===== src/rtl/alu_exec_unit.sv =====
// alu_exec_unit: registered EX-stage ALU with NZCV flags and a valid/ready
// handshake. Operands are latched on acceptance and evaluated one cycle later.
// Optional feature macro: ALU_MUL_EN compiles in an iterative shift-add
// multiplier for opcode 1000. Without it, opcode 1000 is reported as illegal.
module alu_exec_unit #(
  parameter int WIDTH = 64
) (
  input  logic             clk,
  input  logic             rst,
  input  logic             in_valid,
  output logic             in_ready,
  input  logic [3:0]       alu_op,
  input  logic [WIDTH-1:0] op_a,
  input  logic [WIDTH-1:0] op_b,
  output logic             out_valid,
  input  logic             out_ready,
  output logic [WIDTH-1:0] result,
  output logic             flag_n,
  output logic             flag_z,
  output logic             flag_c,
  output logic             flag_v,
  output logic             illegal
);

  localparam logic [3:0] OP_AND  = 4'b0000;
  localparam logic [3:0] OP_OR   = 4'b0001;
  localparam logic [3:0] OP_ADD  = 4'b0010;
  localparam logic [3:0] OP_SUB  = 4'b0110;
  localparam logic [3:0] OP_PASS = 4'b0111;
  localparam logic [3:0] OP_NOR  = 4'b1100;
`ifdef ALU_MUL_EN
  localparam logic [3:0] OP_MUL  = 4'b1000;
  localparam int         CW      = $clog2(WIDTH);
`endif

  // EXEC is the evaluation cycle between acceptance and DONE; it also
  // registers the finished product coming out of MUL.
`ifdef ALU_MUL_EN
  typedef enum logic [1:0] {IDLE = 2'd0, EXEC = 2'd1, MUL = 2'd2, DONE = 2'd3} state_t;
`else
  typedef enum logic [1:0] {IDLE = 2'd0, EXEC = 2'd1, DONE = 2'd3} state_t;
`endif

  state_t           state_r;
  logic [WIDTH-1:0] a_r;
  logic [WIDTH-1:0] b_r;
  logic [3:0]       op_r;
`ifdef ALU_MUL_EN
  logic [WIDTH-1:0] acc_r;
  logic [CW-1:0]    cnt_r;
`endif

  logic [WIDTH:0]   sum_s;
  logic [WIDTH:0]   diff_s;
  logic [WIDTH-1:0] res_s;
  logic             c_s;
  logic             v_s;
  logic             ill_s;

  // Handshake outputs are decoded from state only.
  assign in_ready  = (state_r == IDLE);
  assign out_valid = (state_r == DONE);

  // Evaluate the latched operation; the multiplier product arrives via acc_r.
  always_comb begin
    sum_s  = {1'b0, a_r} + {1'b0, b_r};
    diff_s = {1'b0, a_r} - {1'b0, b_r};
    res_s  = '0;
    c_s    = 1'b0;
    v_s    = 1'b0;
    ill_s  = 1'b0;
    case (op_r)
      OP_AND:  res_s = a_r & b_r;
      OP_OR:   res_s = a_r | b_r;
      OP_ADD: begin
        res_s = sum_s[WIDTH-1:0];
        c_s   = sum_s[WIDTH];
        v_s   = (a_r[WIDTH-1] == b_r[WIDTH-1]) && (sum_s[WIDTH-1] != a_r[WIDTH-1]);
      end
      OP_SUB: begin
        res_s = diff_s[WIDTH-1:0];
        c_s   = ~diff_s[WIDTH];
        v_s   = (a_r[WIDTH-1] != b_r[WIDTH-1]) && (diff_s[WIDTH-1] != a_r[WIDTH-1]);
      end
      OP_PASS: res_s = b_r;
      OP_NOR:  res_s = ~(a_r | b_r);
`ifdef ALU_MUL_EN
      OP_MUL:  res_s = acc_r;
`endif
      default: ill_s = 1'b1;
    endcase
  end

  // Control FSM, operand latches, multiplier iteration and output registers.
  always_ff @(posedge clk or posedge rst) begin
    if (rst) begin
      state_r <= IDLE;
      a_r     <= '0;
      b_r     <= '0;
      op_r    <= 4'b0000;
      result  <= '0;
      flag_n  <= 1'b0;
      flag_z  <= 1'b0;
      flag_c  <= 1'b0;
      flag_v  <= 1'b0;
      illegal <= 1'b0;
`ifdef ALU_MUL_EN
      acc_r   <= '0;
      cnt_r   <= '0;
`endif
    end else begin
      case (state_r)
        IDLE: begin
          if (in_valid) begin
            a_r  <= op_a;
            b_r  <= op_b;
            op_r <= alu_op;
`ifdef ALU_MUL_EN
            if (alu_op == OP_MUL) begin
              acc_r   <= '0;
              cnt_r   <= '0;
              state_r <= MUL;
            end else begin
              state_r <= EXEC;
            end
`else
            state_r <= EXEC;
`endif
          end
        end
`ifdef ALU_MUL_EN
        MUL: begin
          // One multiplier bit per cycle, LSB first: shift A up, B down.
          acc_r <= acc_r + (b_r[0] ? a_r : '0);
          a_r   <= a_r << 1;
          b_r   <= b_r >> 1;
          if (cnt_r == CW'(WIDTH - 1)) begin
            state_r <= EXEC;
          end else begin
            cnt_r <= cnt_r + 1'b1;
          end
        end
`endif
        EXEC: begin
          result  <= res_s;
          flag_n  <= res_s[WIDTH-1];
          flag_z  <= (res_s == '0);
          flag_c  <= c_s;
          flag_v  <= v_s;
          illegal <= ill_s;
          state_r <= DONE;
        end
        DONE: begin
          if (out_ready) begin
            state_r <= IDLE;
          end
        end
        default: state_r <= IDLE;
      endcase
    end
  end

endmodule


===== config.mk =====
export PLATFORM = sky130hd
export DESIGN_NAME = alu_exec_unit
export DESIGN_NICKNAME = d
export VERILOG_FILES = /design/src/rtl/alu_exec_unit.sv
export SDC_FILE = /design/constraint.sdc
export NUM_CORES = 1
export LEC_CHECK = 0
export CAP_MARGIN = 40
export CORE_UTILIZATION = 50
export DETAILED_ROUTE_END_ITERATION = 8
export GPL_ROUTABILITY_DRIVEN = 0
export PLACE_DENSITY = 0.71
export SYNTH_ARGS = -nofsm -noshare
export SYNTH_HDL_FRONTEND = slang
export SYNTH_SLANG_ARGS = --single-unit

===== constraint.sdc =====
create_clock -name clk -period 16.5 [get_ports clk]
set_clock_uncertainty 0.1 [all_clocks]
set_input_delay 3.3 -clock clk [delete_from_list [all_inputs] [get_ports clk]]
set_output_delay 3.3 -clock clk [all_outputs]
set_load 0.02 [all_outputs]

Yosys cells after proc, flatten, opt, wreduce, memory -nomap -nowiden
Index checks and enable logic that the tools add are counted.

storage, ports and cells
  word-level logic and storage cells = 44
  bits of input ports = 136
  output and inout bits = 71
  flip-flop bits (word level) = 203

operators by class
  eq/ne operators = 13
  reduce and logical (&&, ||, !) cells = 8
  bitwise gates (word level) = 4
  $add $sub $neg = 2
  mux-type cells = 7

operators by type and width
  kind                                           count
  case mux 64 bit (6 select lines)               1
  adder 64 x 64 -> 65 bit                        1
  subtractor 64 x 64 -> 65 bit                   1
  AND 64 bit                                     1
  zero test 64 bit                               1
  inverter 64 bit                                1
  bitwise OR 64 bit                              1
  == test 4 x 3 -> 1 bit, second input constant  2
  case mux 2 bit (3 select lines)                1
  OR reduction 6 bit                             1
  == test 4 x 1 -> 1 bit, second input constant  1
  == test 4 x 2 -> 1 bit, second input constant  1
  == test 4 bit, second input constant           1
  zero test 4 bit                                1
  two-way mux 2 bit                              2
  case mux 1 bit (2 select lines)                2
  AND reduction 2 bit                            2
  != test 1 bit                                  3
  == test 2 x 1 -> 1 bit, second input constant  1
  == test 2 bit, second input constant           1
  logical AND 1 bit                              2
  zero test 2 bit                                1
  != test 2 x 1 -> 1 bit, second input constant  1
  != test 2 bit, second input constant           1
  3 further kinds                                3

Logic depth before layout (Yosys ltp)
  word-level depth = 4
  depth in mapped cells = 17
  mapped depth without buffers = 17

Worst setup path before layout
Ideal clock, no wire load.

  path type = in2reg
  from = in in_valid
  to = reg a_r[0]
  setup slack = 11.954 ns
  data required time = 16.317 ns
  data arrival time = 4.364 ns
  setup time = 0.083 ns
  cell stages on the path = 6
  buffers on the path = 2
  cell sequence = nand2b_1 nor2_1 clkbuf_1 clkbuf_1 nand2_1 o21ai_0

on the way
  longest elaborated chain between the ends = 1

ends and longest elaborated chain
  item                           line  RTL
  from (decl)                    10    input logic in_valid,
  AND reduction 2 bit (no line)  n/a
  to (signal assigned)           115   a_r <= op_a;
  to (decl)                      45    logic [WIDTH-1:0] a_r;

No other way between the ends.
A chain may end at the register's enable or synchronous reset.

Worst setup path in the final report
  from = reg b_r[8]
  to = reg result[60]

on the way
  longest elaborated chain between the ends = 2
  elaborated cells on any way between the ends = 3
  classes of those cells = 2 x add/sub; 1 x mux

ends and longest elaborated chain
  item                                                                     line    RTL
  from (decl)                                                              46      logic [WIDTH-1:0] b_r;
  from (signal assigned)                                                   116     b_r <= op_b;
  subtractor 64 x 64 -> 65 bit or adder 64 x 64 -> 65 bit (tied branches)  67, 66
  case mux 64 bit (6 select lines) (*)                                     72      case (op_r)
  to (signal assigned)                                                     145     result <= res_s;
  to (decl)                                                                17      output logic [WIDTH-1:0] result,

Mark *: on every way between the ends. The rest lies on a longest branch, timed or not.

==> results.cfg <==
[setup_path]
path_max_fanout = 14
critPathLaunchType = register
cp_slowest_stage_delay_ns = 0.83
ff2ff_path_depth = 15
crit_type = reg2reg
cp.required_ns = 16.85
crit_slowest_cell = a2111oi_4
cp-end-kind = register
crit_path_cell_trace = inv_1, ha_1, nand4_1, a211oi_1, o21bai_1, a2111oi_4, o21ai_1, a21boi_1, a21oi_1, nand3_1, a31oi_1, a41oi_1, o22a_1, a311o_1, mux2_2
cp.arrival_ns = 5.80

[synthesis]
syn_avg_cell_area_um2 = 7.643
ys_seq_elements = 202
ys_warn_count = 0
ys_top_cells_by_count = nand2_1, o21ai_0, ha_1, dfrtp_1, a21oi_1
synthCells = 2676
yosysUniqueCellTypes = 114
syn_area_um2 = 20450
ys_seq_area_share_pct = 24.71
synth_ff_type = dfrtp_1
synth_edf_count = 0
yosysTopAreaCell = dfrtp_1
synthesis.nets = 3022
ys_async_sr_fraction_pct = 100.0
synth_area_leaders = dfrtp_1, ha_1, o21ai_0
yosysMostFrequentCell = nand2_1
synth_top_area_share_pct = 24.71

[timing]
drv_slew = 0
slew_headroom_pct = 33.41
setup_tns_ns = 0
post-route-period-util_pct = 33.07
fmax_ghz = 0.1833
rsz0062_at_grt = false
hold_ws_ns = 0.3780
final_hold_viol_count = 0
min_period_ns = 5.456
tightest_slew_ns = 0.9989
setup_viol = 0

[route]
route.detailed.drc = 0
initialDrtViolationCount = 3217
wl_per_cell_um = 22.72
first_pass_iters = 7
wl_mm = 75.40
drtAntennaViolNets = 0
num_vias = 22290
avgViaCountPerCell = 6.716

[finish]
regArea_um2 = 5055
multi_input_comb_area_um2 = 14040
instances_no_fill = 3319
area_delta_synth_final_pct = 15.57
final.fill_count = 3673
nets = 3121
drive_gt1_share_pct = 5.872

[die]
start_util_pct = 51.13
io_pins = 207
dieHeight_um = 204.3
dieArea_um2 = 41720
core_um2 = 40010
fp-row-count = 73
die_w_um = 204.3

[worst_hold_path]
hold-path-cell-count = 2
min_path_type = reg2reg

[global_route]
grt_pass1_wl_mm = 116.1
antenna_found_initial = 0
grt_overflow = 0
grt_max_degree = 262
grt_util_all_layers_pct = 35.19
grt_pass1_vias = 20690

[placement]
io_buffers = 206
dp_hpwl_mm = 56.48
dp.cells = 3273

[clock_tree]
holdBufCountCts = 0
path_clk_slew_ns = 0.07
post-cts-setup-buffers = 0
post_cts_resized = 0
clock_path_buffers = 3
cts_made_buffers = 25
cts_sinks = 202
cts_root_buf = clkbuf_16
htree_levels = 1
cts_tree = built
clk_latency_ns = 0.56

[run_status]
status = complete, no violations

[flow_run]
max_cap_viol_count = 0
[kinds of logic (layout without fill, tap and decap cells)]
logic type	Yosys count	after routing	share of synthesized area, %
mux	33	33	1.786
compound gates	988	988	32.74
other cells	0	1	0
fa+ha+maj	210	210	12.92
xor+xnor	14	14	0.5995
flops	202	202	24.71
simple gates	867	867	20.16
buf+inv	362	479	7.084
[sequential cells by signal, summed over array words and instances (netlist names)]
name / flops
op_r: 4
a_r: 64
illegal: 1
b_r: 64
flag_v: 1
flag_c: 1
result: 64
flag_z: 1
state_r: 2
[placed cells by master (no fill, tap or decap), types with 12 or more instances in the layout]
cell type,instances
a211oi_1,35
o31ai_1,43
nand2b_1,18
o21ai_0,277
nor3_1,51
a21o_1,30
inv_1,190
mux2i_1,14
o221ai_1,23
ha_1,208
nand2_1,364
dfrtp_1,202
o21ai_1,14
or3_1,12
a31oi_1,23
a22oi_1,27
xnor2_1,14
a221oi_1,21
nand4_1,45
o21bai_1,35
nor4_1,40
and2_1,13
clkdlybuf4s50_1,206
o21a_1,19
a22o_1,14
nor2_1,177
a21oi_1,201
mux2_2,15
a221o_1,37
nor2b_1,20
o211ai_1,38
nand3_1,40
buf_4,23
clkbuf_16,25
or2_2,12
[worst paths after layout]
check | startpoint | slack (ns) | end
setup / recovery | b_r[8]$_DFFE_PP0P_ | 11.04 | result[60]$_DFFE_PP0P_
hold / removal | result[0]$_DFFE_PP0P_ | 0.38 | result[0]$_DFFE_PP0P_
setup reg to reg | b_r[8]$_DFFE_PP0P_ | 11.04 | result[60]$_DFFE_PP0P_
hold reg to reg | result[0]$_DFFE_PP0P_ | 0.38 | result[0]$_DFFE_PP0P_
max in group asynchronous | rst | 11.89 | b_r[37]$_DFFE_PP0P_
min in group asynchronous | rst | 3.12 | op_r[1]$_DFFE_PP0P_
[final cells by class]
cell class	instances	area share [%]
antenna	1	0.01059
clock buffer	30	2.811
clock inverter	15	0.7993
inverter	199	3.192
multi-input combinational	2112	59.40
sequential	202	21.38
tap	525	2.779
timing repair buffer	235	9.628
[per-stage QoR]
step	util [%]	setup WS, ns	cell area, um2
floorplan	-	7.589	20450
global placement	56.89	11.18	22760
detailed placement	56.95	11.14	22780
CTS	59.08	11.26	23640
global route	59.08	10.88	23640
finish	59.09	11.04	23640
[critical path, delay by kind of cell, from the launching register on]
kind,cells,cell delay (ns)
mux,1,0.28
compound gates,10,3.47
simple gates,2,0.44
buf+inv,1,0.08
flops,1,0.37
fa+ha+maj,1,0.61
[metal layers]
layer  vias to the layer above  GRT usage, %  wire [um]  share of wire [%]
met4                         0         16.63       4170                5.5
met3                       325         7.573       9435                 13
met5                         -             0          0                  0
li1                       9989             -          -                  -
met2                      1583         52.07      31320                 42
met1                     10390         48.52      30470                 40
Power is left out: the tool's default activity adds up to more than one toggle a clock period on the data nets, which glitch-free logic cannot reach.
